[src/rtl/sa_ifmap_feeder.sv]
// Systolic-array ifmap feeder: accepts ifmap vectors, skews them per row,
// and produces the row-enable and column psum-enable strobes in array bit order.
module sa_ifmap_feeder #(
  parameter int unsigned SA_WIDTH   = 4,
  parameter int unsigned DATA_WIDTH = 8,
  parameter int unsigned CNT_WIDTH  = 8
) (
  input  logic                           clk,
  input  logic                           rst,
  input  logic                           start_i,
  input  logic [CNT_WIDTH-1:0]           vec_cnt_i,
  input  logic                           vec_valid_i,
  output logic                           vec_ready_o,
  input  logic [SA_WIDTH*DATA_WIDTH-1:0] vec_data_i,
  output logic [SA_WIDTH*DATA_WIDTH-1:0] ifmap_row_o,
  output logic [SA_WIDTH-1:0]            ifmap_en_o,
  output logic [SA_WIDTH-1:0]            psum_en_o,
  output logic                           busy_o,
  output logic                           done_o
);

  localparam int unsigned DRAIN_W = (SA_WIDTH > 1) ? $clog2(SA_WIDTH) : 1;

  localparam logic [1:0] S_IDLE  = 2'd0;
  localparam logic [1:0] S_FEED  = 2'd1;
  localparam logic [1:0] S_DRAIN = 2'd2;
  localparam logic [1:0] S_DONE  = 2'd3;

  logic [1:0]           state_q, state_d;
  logic [CNT_WIDTH-1:0] remaining_q, remaining_d;
  logic [DRAIN_W-1:0]   drain_q, drain_d;
  logic [SA_WIDTH-1:0]  en_pipe_q;
  logic                 hs;

  // Ready depends on state only so the buffer never sees a combinational loop
  assign vec_ready_o = (state_q == S_FEED);
  assign hs          = vec_valid_i && vec_ready_o;

  // State, tile counter and drain counter registers
  always_ff @(posedge clk or posedge rst) begin
    if (rst) begin
      state_q     <= S_IDLE;
      remaining_q <= '0;
      drain_q     <= '0;
      busy_o      <= 1'b0;
      done_o      <= 1'b0;
    end else begin
      state_q     <= state_d;
      remaining_q <= remaining_d;
      drain_q     <= drain_d;
      busy_o      <= (state_d != S_IDLE);
      done_o      <= (state_d == S_DONE);
    end
  end

  // Next-state logic; DRAIN holds long enough for the last row to empty
  always_comb begin
    state_d     = state_q;
    remaining_d = remaining_q;
    drain_d     = drain_q;
    case (state_q)
      S_IDLE: begin
        if (start_i) begin
          if (vec_cnt_i != '0) begin
            state_d     = S_FEED;
            remaining_d = vec_cnt_i;
          end else begin
            state_d = S_DONE;
          end
        end
      end
      S_FEED: begin
        if (hs && (remaining_q != '0)) begin
          remaining_d = remaining_q - CNT_WIDTH'(1);
          if (remaining_q == CNT_WIDTH'(1)) begin
            state_d = S_DRAIN;
            drain_d = '0;
          end
        end
      end
      S_DRAIN: begin
        drain_d = drain_q + DRAIN_W'(1);
        if (drain_q == DRAIN_W'(SA_WIDTH - 1)) begin
          state_d = S_DONE;
        end
      end
      default: begin
        state_d = S_IDLE;
      end
    endcase
  end

  // Enable delay line: stage k is the row-0 enable delayed k cycles
  always_ff @(posedge clk or posedge rst) begin
    if (rst) begin
      en_pipe_q <= '0;
    end else begin
      en_pipe_q[0] <= hs;
      for (int k = 1; k < int'(SA_WIDTH); k++) begin
        en_pipe_q[k] <= en_pipe_q[k-1];
      end
    end
  end

  for (genvar r = 0; r < int'(SA_WIDTH); r++) begin : g_row
    logic [DATA_WIDTH-1:0] dly_q [r+1];

    // Per-row data skew; bubbles enter as zero so gating is already applied
    always_ff @(posedge clk or posedge rst) begin
      if (rst) begin
        for (int k = 0; k <= r; k++) begin
          dly_q[k] <= '0;
        end
      end else begin
        dly_q[0] <= hs ? vec_data_i[r*DATA_WIDTH +: DATA_WIDTH] : '0;
        for (int k = 1; k <= r; k++) begin
          dly_q[k] <= dly_q[k-1];
        end
      end
    end

    assign ifmap_row_o[r*DATA_WIDTH +: DATA_WIDTH] = dly_q[r];
    assign ifmap_en_o[SA_WIDTH-1-r]                = en_pipe_q[r];
    assign psum_en_o[SA_WIDTH-1-r]                 = en_pipe_q[r];
  end

endmodule

[config.mk]
export PLATFORM = sky130hd
export DESIGN_NAME = sa_ifmap_feeder
export DESIGN_NICKNAME = d
export VERILOG_FILES = /design/src/rtl/sa_ifmap_feeder.sv
export SDC_FILE = /design/constraint.sdc
export NUM_CORES = 1
export LEC_CHECK = 0
export BUFFER_PORTS_ARGS = -buffer_cell sky130_fd_sc_hd__clkbuf_2
export CAP_MARGIN = 20
export CORE_ASPECT_RATIO = 1.2
export CORE_MARGIN = 5
export CORE_UTILIZATION = 40
export DETAILED_ROUTE_END_ITERATION = 6
export HOLD_SLACK_MARGIN = 0.03
export PLACE_DENSITY = 0.62
export SLEW_MARGIN = 20
export SYNTH_ARGS = -nofsm -noshare
export SYNTH_HDL_FRONTEND = slang
export SYNTH_SLANG_ARGS = --single-unit
[constraint.sdc]
create_clock -name clk -period 3.41 [get_ports clk]
set_clock_uncertainty 0.05 [all_clocks]
set_input_delay 0 -clock clk [delete_from_list [all_inputs] [get_ports clk]]
set_output_delay 0 -clock clk [all_outputs]
set_load 0.1 [all_outputs]
After elaboration in Yosys (flattened, before gate mapping)
Index checks and enable logic that the tools add are counted.
{ "classes": {"magnitude_cmp": 0, "n_eq_ne": 9, "bitwise_logic": 0, "multipliers": 0, "muxes": 17, "div_mod_pow": 0, "n_addsub": 2, "shifts": 0, "reduce_logical": 10} }
{ "op_table": {"columns": ["op", "count"], "rows": [
  ["two-way mux 8 bit", 7],
  ["one-hot mux 8 bit (2 select lines)", 1],
  ["nonzero test 8 bit", 2],
  ["two-way mux 2 bit", 7],
  ["== test 8 x 1 -> 1 bit (second input constant)", 1],
  ["subtractor 8 x 1 -> 8 bit (second input constant)", 1],
  ["== test 2 bit (second input constant)", 3],
  ["one-hot mux 2 bit (3 select lines)", 1],
  ["nonzero test 2 bit", 3],
  ["inequality test 2 x 1 -> 1 bit (second input constant)", 2],
  ["inequality test 2 bit (second input constant)", 2],
  ["one-hot mux 2 bit (2 select lines)", 1],
  ["AND reduction 4 bit", 1],
  ["AND reduction 3 bit", 1],
  ["adder 2 x 1 -> 2 bit (second input constant)", 1],
  ["== test 2 x 1 -> 1 bit (second input constant)", 1],
  ["logical AND 1 bit", 2],
  ["zero test 2 bit", 1]
]} }
{ "totals": {"mem_bits_rw": 0, "mem_count": 0, "output_inout_bits": 43, "word_cells": 54, "latch_bits": 0, "inputBits": 44, "mem_bits_ro": 0, "regBits": 98} }

Logic depth before layout (Yosys ltp)
Gate-level depths: netlist of run 1.
{ "logic_depth": {"ltp_word": 6, "depth_mapped": 6, "ltp_nobuf": 6} }

Worst setup path before layout of run 1
Ideal clock, no wire load.
{ "synth_timing": {"path_kind": "register -> register", "from": "register state_q[1]", "to": "register remaining_q[0]", "setup_ps": 87, "path_slack_ps": 1260, "period_less_slack_ps": 2150, "stages_incl_launch_ff": 6, "arrival_ps": 2013, "t_required_ps": 3273, "path_buffers": 1, "path_cell_list": "dfrtp_1 -> nand2b_1 -> inv_1 -> clkbuf_1 -> o211ai_1 -> o211ai_1"} }
{ "synth_between": {"elab_chain_len": 5, "elab_cells_between_ends": 10, "cone_classes": "eq/ne (4); mux (1); reduce/logical (5)"} }
{ "synth_lines": {"columns": ["element", "line", "rtl"], "rows": [
  ["start: declaration", "29", "logic [1:0] state_q, state_d;"],
  ["start signal: assignment", "48", "state_q <= state_d;"],
  ["== test 2 x 1 -> 1 bit (*)", "36", "assign vec_ready_o = (state_q == S_FEED);"],
  ["net vec_ready_o", "13", "output logic vec_ready_o,"],
  ["logical AND 1 bit", "37", "assign hs = vec_valid_i && vec_ready_o;"],
  ["logical AND 1 bit", "73", "if (hs && (remaining_q != '0)) begin"],
  ["inequality test 2 x 1 -> 1 bit (no line)", null, null],
  ["AND reduction 4 bit (no line)", null, null],
  ["end signal: assignment", "49", "remaining_q <= remaining_d;"],
  ["end: declaration", "30", "logic [CNT_WIDTH-1:0] remaining_q, remaining_d;"]
]} }
The timed path passes the listed nets; every way through them passes the cells marked *.
A chain may end at the register's enable or synchronous reset.

Worst setup path in the final report of run 1
{ "layout_timing": {"from": "register state_q[1]", "to": "output vec_ready_o"} }
{ "layout_between": {"elab_chain_len": 1} }
{ "layout_lines": {"columns": ["element", "line"], "rows": [
  ["== test 2 x 1 -> 1 bit", "36"],
  ["end: declaration", "13"]
]} }
No other way between the ends.

==> impl_metrics.yaml, run 1 <==
global_route:
  use_met2_pct: 21.9
  grt.met1_usage_pct: 14.4
  grt-busiest-layer: "met2"
  grt_pass1_vias: 2190
  grt_antenna_before_repair: 0
  grt_max_degree: 84
  met3_usage_pct: 3.28
  grt_overflow: 0
  grt_usage_pct: 12.9
  grt_pass1_wl_mm: 10.5
die:
  start_util_pct: 40.8
  ios: 87
  core_region_area_um2: 8520
  dieWidth_um: 95.1
  die_h_um: 112
  die-area_um2: 10700
  fp-row-count: 37
critical_path:
  cpMaxStageDelayCell: "clkbuf_2"
  crit_type: "reg -> out"
  path_buf_inv: 3
  cp.arrival_ns: 2.46
  crit_family: "buffers and inverters"
  cp_max_fo: 23
  cp-start-kind: "flop"
  path_cells: "nand2b_1 -> inv_1 -> buf_4 -> clkbuf_2"
  crit_required_ns: 3.36
  critPathMaxStageDelay_ns: 0.49
  crit_path_end_kind: "output port"
timing:
  setup_viol: 0
  hold_viol_final: 0
  fmax_mhz: 399
  finalCritPeriodShare_pct: 73.6
  fin_tns_setup_ns: 0
  worst_slew_pin_slew_ns: 0.703
  grt_setup_unrepaired: "no"
  slew_viol_final: 0
  relSlewSlack_pct: 53.2
  min_period_ns: 2.51
clocking:
  cts_setup_buffers: 0
  cts-root-buf: "clkbuf_8"
  clockBufferDepth: 2
  clk_pin_slew_ns: 0.09
  clkSinkCount: 98
  tritoncts: "yes"
  cts_buffers: 9
  h-tree-depth: 3
  clkLatencyLatePin_ns: 0.35
placement:
  io_buffers: 86
  gp_congestion: 0.848
  place_hpwl_mm: 4.01
yosys:
  ys_async_sr_fraction_pct: 100
  ys_seq_area_share_pct: 70.6
  synthTopCellsByArea: "dfrtp_1 71%, buf_4 6.1%, and3_1 5.8%"
  yosys_warnings: 0
  ys_ff_latch: 98
  syn_nets: 293
  synth_edf_count: 0
  yosysTopAreaCell: "dfrtp_1"
  syn_inst: 245
  syn_avg_cell_area_um2: 14.2
  netlist_area_um2: 3470
  synthFlopType: "dfrtp_1"
  ys_types: 41
  yosysTopAreaCellShare_pct: 70.6
run:
  max_cap_viol_count: 0
pwr:
  p_leak_nw: 2.27
  powerDensity_nw_per_um2: 763
  ir_drop_mv: 0.282
outcome:
  status: "finished, final reports clean"
layout:
  n_antenna_cell: 0
  drive_above_1_share_pct: 31.9
  multi_input_area_um2: 734
  finish.utilization_pct: 51.7
  fillers: 768
  regArea_um2: 2450
  synthToLayoutAreaGrowth_pct: 26.9
  nets: 397
route:
  vias: 2155
  drcViolationCount: 0
  wire_per_inst_um: 13.3
  drt_iter0_markers: 88
  viasPerCell: 4.58
  first_pass_iters: 5
  postRouteAntennaNets: 0
  routed_wl_mm: 6.27
hold_path:
  hp-class: "in -> reg"
## synth_stat cells (all sizes together) (2+ instances only)
| cell type | count |
|---|---|
| o2bb2ai | 4 |
| or4 | 3 |
| buf | 29 |
| nor3b | 4 |
| nor2 | 10 |
| o22ai | 5 |
| a22oi | 3 |
| clkbuf | 8 |
| ha | 4 |
| a2bb2oi | 2 |
| a31oi | 2 |
| o211ai | 2 |
| dfrtp | 98 |
| nand2b | 2 |
| nand2 | 3 |
| nor4 | 3 |
| nor3 | 2 |
| o21ai | 3 |
| and3 | 32 |
| inv | 9 |
| a21oi | 4 |
## worst register-to-register path: stages, from the launching register on
cell and delay (ns):
dfrtp_1 0.41, nand2b_1 0.44, inv_1 0.38, buf_4 0.32
a21oi_1 0.22, nor2_1 0.08
## cells in the final DEF (no fill, tap or decap), types with 2 or more instances in the layout
master	instances
o22ai_1	5
a22oi_1	3
o21ai_0	3
dlygate4sd3_1	42
buf_4	2
clkinv_4	2
clkbuf_8	9
a2bb2oi_1	2
nor2_1	9
clkbuf_2	86
clkinv_2	3
o2bb2ai_1	4
nor3_1	2
nor3b_1	4
and3_1	32
dfrtp_1	98
inv_6	2
nand2b_1	2
ha_1	4
nand2_1	3
o211ai_1	2
or4_1	2
inv_1	8
a21oi_1	3
## state kept, by name, indices dropped and copies added (netlist names)
name,count
ifmap_row_o,24
drain_q,2
remaining_q,8
g_row.dly_q,56
busy_o,1
done_o,1
en_pipe_q,4
state_q,2
## repair_timing
action	in CTS	in global routing
hold buffers	42	0
resized for setup	0	0
endpoints found under the setup margin	0	0
hold endpoints to repair	124	0
## report_power, final
part	leakage, nW	switching (mW)	internal (mW)
logic	0.917	0.958	0.258
clock network	0.0904	0.375	0.267
registers	1.26	0.128	1.38
total	2.27	1.46	1.90
## layout make-up
cell class / count / share of cell area (%)
inverter: 9 / 0.880
tap: 117 / 3.32
multi-input combinational: 101 / 16.7
clock buffer: 10 / 2.90
sequential: 98 / 55.7
timing repair buffer: 130 / 19.6
clock inverter: 6 / 0.937
## per-layer routing
metal | up-vias | part of all wire, %
met5 | - | 0
met4 | 0 | 2.3
met3 | 11 | 4.3
met2 | 63 | 53
met1 | 1054 | 40
li1 | 1027 | -
## per-stage QoR
stage	power [mW]	hold WS (ns)	worst slack, ns	instance area (µm²)	cells
2_1_floorplan	2.58	0.103	0.798	3470	245
3_3_place_gp	2.69	0.190	1.34	3810	413
3_5_place_dp	2.71	0.192	1.29	3810	413
4_1_cts	3.40	0.194	0.882	4400	471
5_1_grt	3.53	0.252	0.715	4410	471
6_report	3.36	0.217	0.902	4410	471
## final timing paths
check / startpoint / end / slack (ns) / depth (start not counted)
min: vec_valid_i / g_row[3].dly_q[26] / 0.22 / 2
max: state_q[1] / vec_ready_o / 0.90 / 4
min reg2reg: g_row[2].dly_q[15] / ifmap_row_o[23] / 0.30 / 0
min in group asynchronous: rst / ifmap_row_o[18] / 0.26 / 3
max reg2reg: state_q[1] / done_o / 1.40 / 5
max in group asynchronous: rst / g_row[3].dly_q[24] / 2.34 / 4
## cells by family after synthesis
kind of cell | share of synthesized area (%)
flops | 70.6
simple gates | 12.1
buf+inv | 8.22
mux | 0.721
compound gates | 6.92
fa+ha+maj | 1.44
Power figures use the tool's default switching activity.
==> run 2: changes to the inputs <==
--- a/config.mk
+++ b/config.mk
@@ -12,7 +12,7 @@
 export CORE_UTILIZATION = 40
 export DETAILED_ROUTE_END_ITERATION = 6
 export HOLD_SLACK_MARGIN = 0.03
-export PLACE_DENSITY = 0.62
+export PLACE_DENSITY = 0.64
 export SLEW_MARGIN = 20
 export SYNTH_ARGS = -nofsm -noshare
 export SYNTH_HDL_FRONTEND = slang
==> constraint.sdc (replaced) <==
create_clock -name clk -period 2.2 [get_ports clk]
set_clock_uncertainty 0.05 [all_clocks]
set_input_delay 0 -clock clk [delete_from_list [all_inputs] [get_ports clk]]
set_output_delay 0 -clock clk [all_outputs]
set_load 0.1 [all_outputs]
==> impl_metrics.yaml, run 2 (synthesis gave the netlist of run 1 again) <==
outcome:
  status: "finished, final reports clean"
global_route:
  grt_usage_pct: 13.2
  use_met2_pct: 22.0
  grt_max_degree: 70
  grt_overflow: 0
  grt_pass1_vias: 2327
  grt-busiest-layer: "met2"
  grt_antenna_before_repair: 0
  met3_usage_pct: 3.95
  grt.met1_usage_pct: 15.1
  grt_pass1_wl_mm: 10.8
route:
  routed_wl_mm: 6.35
  vias: 2185
  drcViolationCount: 0
  drt_iter0_markers: 64
  wire_per_inst_um: 13.3
  first_pass_iters: 4
  viasPerCell: 4.59
  postRouteAntennaNets: 0
layout:
  drive_above_1_share_pct: 32.0
  layout_common_cells: "98 x dfrtp_1, 85 x clkbuf_2, 43 x dlygate4sd3_1"
  final_common_cell: "dfrtp_1"
  largest_register_ffs: 56
  n_antenna_cell: 0
  synthToLayoutAreaGrowth_pct: 29.0
  multi_input_area_um2: 734
  regMostFlops: "g_row.dly_q"
  nets: 402
  fillers: 773
  regArea_um2: 2450
  finish.utilization_pct: 52.6
clocking:
  clkLatencyLatePin_ns: 0.35
  cts_resized: 0
  cts_buffers: 9
  clk_pin_slew_ns: 0.09
  clkSinkCount: 98
  tritoncts: "yes"
  ctsHoldBuffers: 43
  h-tree-depth: 3
  clockBufferDepth: 2
  cts-root-buf: "clkbuf_8"
  cts_setup_buffers: 0
run:
  max_cap_viol_count: 0
die:
  fp-row-count: 37
  start_util_pct: 40.8
  core_region_area_um2: 8520
  ios: 87
  die_h_um: 112
  dieWidth_um: 95.1
  die-area_um2: 10700
critical_path:
  cp-start-kind: "flop"
  cp_max_fo: 8
  r2r_slack_ns: 0.34
  crit_required_ns: 2.37
  crit_type: "reg -> reg"
  crit_path_end_kind: "flop"
  cp.arrival_ns: 2.04
timing:
  worst_slew_pin_slew_ns: 0.606
  relSlewSlack_pct: 59.3
  setup_viol: 0
  slew_viol_final: 0
  hold_viol_final: 0
  finalCritPeriodShare_pct: 84.7
  fin_tns_setup_ns: 0
  fmax_mhz: 536
  grt_setup_unrepaired: "no"
  min_period_ns: 1.86
placement:
  io_buffers: 86
  gp_congestion: 0.856
  place_hpwl_mm: 4.24
pwr:
  p_leak_nw: 2.29
  ir_drop_mv: 0.436
  powerDensity_nw_per_um2: 1180
hold_path:
  hp-class: "in -> async"
[run 2: changes by cell type in the layout (fill, tap and decap cells not counted)]
cell,before,now
dlygate4sd3_1,42,43
buf_12,0,2
clkbuf_2,86,85
buf_4,2,5
inv_6,2,0
clkinv_2,3,0
clkinvlp_4,0,2
clkbuf_8,9,10
clkbuf_1,1,3
[run 2: final timing paths]
path	start	endpoint	cells past startpoint
max in group asynchronous	rst	g_row[0].dly_q[4]	4
max reg2reg	remaining_q[4]	remaining_q[0]	4
min in group clk	g_row[2].dly_q[9]	ifmap_row_o[17]	0
min	rst	ifmap_row_o[30]	4
max	remaining_q[4]	remaining_q[0]	4
min reg2reg	g_row[2].dly_q[9]	ifmap_row_o[17]	0
[run 2: critical path, cell delays in order (launching register included)]
cell      delay, ns
dfrtp_1        0.45
nor4_2         0.59
a31oi_4        0.28
o211ai_1       0.24
o211ai_1       0.13
[run 2: stage by stage]
step                setup slack [ns]  hold slack (ns)  instance area [µm²]  total power [mW]  cells
detailed placement             0.372           0.0717                 3870              4.24    417
floorplan                     0.0505            0.103                 3480              4.00    245
global placement               0.444           0.0616                 3870              4.20    417
CTS                            0.314            0.230                 4480              5.33    476
finish                         0.336            0.229                 4480              5.28    476
global route                   0.207            0.271                 4480              5.54    476
[run 2: where the power goes]
part	internal (mW)	switching, mW	leakage [nW]
sequential	2.13	0.201	1.26
combinational	0.424	1.50	0.948
clock	0.448	0.573	0.0838
total	3.01	2.27	2.29
[run 2: metal layers]
layer	wire, µm	up-vias
met4	172	0
li1	-	1035
met2	3330	61
met3	345	15
met5	0	-
met1	2500	1074
[run 2: cell type report]
type                       count  area share (%)
sequential                    98            54.8
tap                          117            3.27
inverter                       9           0.838
clock inverter                 3           0.559
clock buffer                  13            3.32
multi-input combinational    101            16.4
timing repair buffer         135            20.8
==> run 3: changes to the inputs <==
--- a/config.mk
+++ b/config.mk
@@ -12,7 +12,7 @@
 export CORE_UTILIZATION = 40
 export DETAILED_ROUTE_END_ITERATION = 6
 export HOLD_SLACK_MARGIN = 0.03
-export PLACE_DENSITY = 0.64
+export PLACE_DENSITY = 0.62
 export SLEW_MARGIN = 20
 export SYNTH_ARGS = -nofsm -noshare
 export SYNTH_HDL_FRONTEND = slang
==> constraint.sdc (replaced) <==
create_clock -name clk -period 1.8 [get_ports clk]
set_clock_uncertainty 0.05 [all_clocks]
set_input_delay 0 -clock clk [delete_from_list [all_inputs] [get_ports clk]]
set_output_delay 0 -clock clk [all_outputs]
set_load 0.1 [all_outputs]
==> impl_metrics.yaml, run 3 (synthesis gave the netlist of run 1 again) <==
layout:
  n_antenna_cell: 0
  final_common_cell: "dfrtp_1"
  drive_above_1_share_pct: 34.9
  layout_common_cells: "98 x dfrtp_1, 85 x clkbuf_2, 43 x dlygate4sd3_1"
  nets: 411
  largest_register_ffs: 56
  final_cells: 484
  synthToLayoutAreaGrowth_pct: 33.1
  regMostFlops: "g_row.dly_q"
outcome:
  status: "finished, final reports clean"
pwr:
  switching_share_pct: 40.4
  switchingPower_mw: 2.82
  pwr-share-seq_pct: 40.1
  powerDensity_nw_per_um2: 1510
  comb_power_share_pct: 36.3
  p_int_mw: 4.15
  ir_drop_mv: 0.638
  pwr-share-clk_pct: 23.6
  p_leak_nw: 2.38
global_route:
  grt_usage_pct: 13.3
  grt_pass1_wl_mm: 10.7
  grt_max_degree: 52
  grt_antenna_before_repair: 0
  grt_overflow: 0
  grt_pass1_vias: 2231
timing:
  setup_viol: 0
  worst_slew_pin_slew_ns: 0.565
  min_period_ns: 1.76
  holdWs_ns: 0.0991
  setup_ws_ns: 0.0370
  grt_setup_unrepaired: "yes"
  finalCritPeriodShare_pct: 97.9
  fmax_mhz: 567
  slew_viol_final: 0
  relSlewSlack_pct: 62.5
  fin_tns_setup_ns: 0
  hold_viol_final: 0
critical_path:
  path_cells: "or4_4 -> nor4_4 -> a21oi_2 -> mux2_4"
  cp.arrival_ns: 1.96
  cp-start-kind: "flop"
  crit_path_end_kind: "flop"
  r2r-end: "drain_q[0]"
  r2r_slack_ns: 0.04
  critPathMaxStageDelay_ns: 0.57
  crit_start: "remaining_q[5]"
  reg2reg_depth: 4
  crit_required_ns: 2.00
  r2r-start: "remaining_q[5]"
  cp_max_fo: 3
  cpMaxStageDelayCell: "or4_4"
  crit_type: "reg -> reg"
  path_buf_inv: 0
  crit_family: "simple AND/OR/NAND/NOR gates"
route:
  viasPerCell: 4.56
  postRouteAntennaNets: 0
  drt_iter0_markers: 61
  routed_wl_mm: 6.53
  drcViolationCount: 0
  vias: 2208
  wire_per_inst_um: 13.5
  first_pass_iters: 4
die:
  ios: 87
  die_h_um: 112
  fp-row-count: 37
  start_util_pct: 40.8
  core_region_area_um2: 8520
  die-area_um2: 10700
  dieWidth_um: 95.1
placement:
  place_inst: 426
  place_hpwl_mm: 4.43
  dp_slack_ns: 0.0743
  gp_congestion: 0.877
  io_buffers: 86
hold_path:
  hp-class: "in -> async"
clocking:
  clk_pin_slew_ns: 0.09
  clkSinkCount: 98
  cts_buffers: 9
  tritoncts: "yes"
  h-tree-depth: 3
  cts_setup_buffers: 0
  cts-root-buf: "clkbuf_8"
  clockBufferDepth: 2
  clkLatencyLatePin_ns: 0.35
run:
  max_cap_viol_count: 0
-- run 3: repair_timing --
action | CTS | global route
endpoints found under the hold margin | 142 | 0
setup endpoints to repair | 0 | 4
gates resized for setup | 0 | 2
hold buffers | 43 | 0
-- run 3: per-layer routing --
layer / share of wire, % / track usage, %
met1: 39 / 15.6
met2: 54 / 21.9
met3: 4.5 / 4.62
met4: 2.1 / 5.77
met5: 0 / 0
-- run 3: worst max-delay path by stage --
stage                     end  slack, ns  cells past startpoint
2_1_floorplan      drain_q[0]        0.1                      4
3_3_place_gp       drain_q[0]        0.1                      4
3_5_place_dp       drain_q[0]       0.07                      4
4_1_cts                busy_o       0.06                      6
5_1_grt        remaining_q[2]      -0.04                      5
6_report           drain_q[0]       0.04                      4
-- run 3: layout make-up --
cell class / count / area (µm²)
Fill cell: 755 / 3900
Sequential cell: 98 / 2450
Timing Repair Buffer: 144 / 1000
Multi-Input combinational cell: 101 / 746
Tap cell: 117 / 146
Clock buffer: 9 / 124
Clock inverter: 6 / 115
Inverter: 9 / 37.5
-- run 3: metrics by stage --
step / area, µm² / util, % / power (mW)
after floorplan: 3480 / - / 4.89
after global placement: 3940 / 46.3 / 5.26
after detailed placement: 3940 / 46.3 / 5.30
after CTS: 4610 / 54.1 / 7.03
after global routing: 4620 / 54.3 / 7.30
final: 4620 / 54.3 / 6.96
-- run 3: power groups by stage --
stage               Clock [mW]  Combinational, mW  Sequential, mW
floorplan                    0               1.61            3.29
CTS                       1.70               2.53            2.80
global route              1.80               2.65            2.85
finish                    1.65               2.53            2.79
global placement             0               2.44            2.82
detailed placement           0               2.46            2.84
-- run 3: worst min-delay path, stage by stage --
cell	delay [ns]
dlygate4sd3_1	0.53
clkbuf_2	0.12
clkinvlp_4	0.25
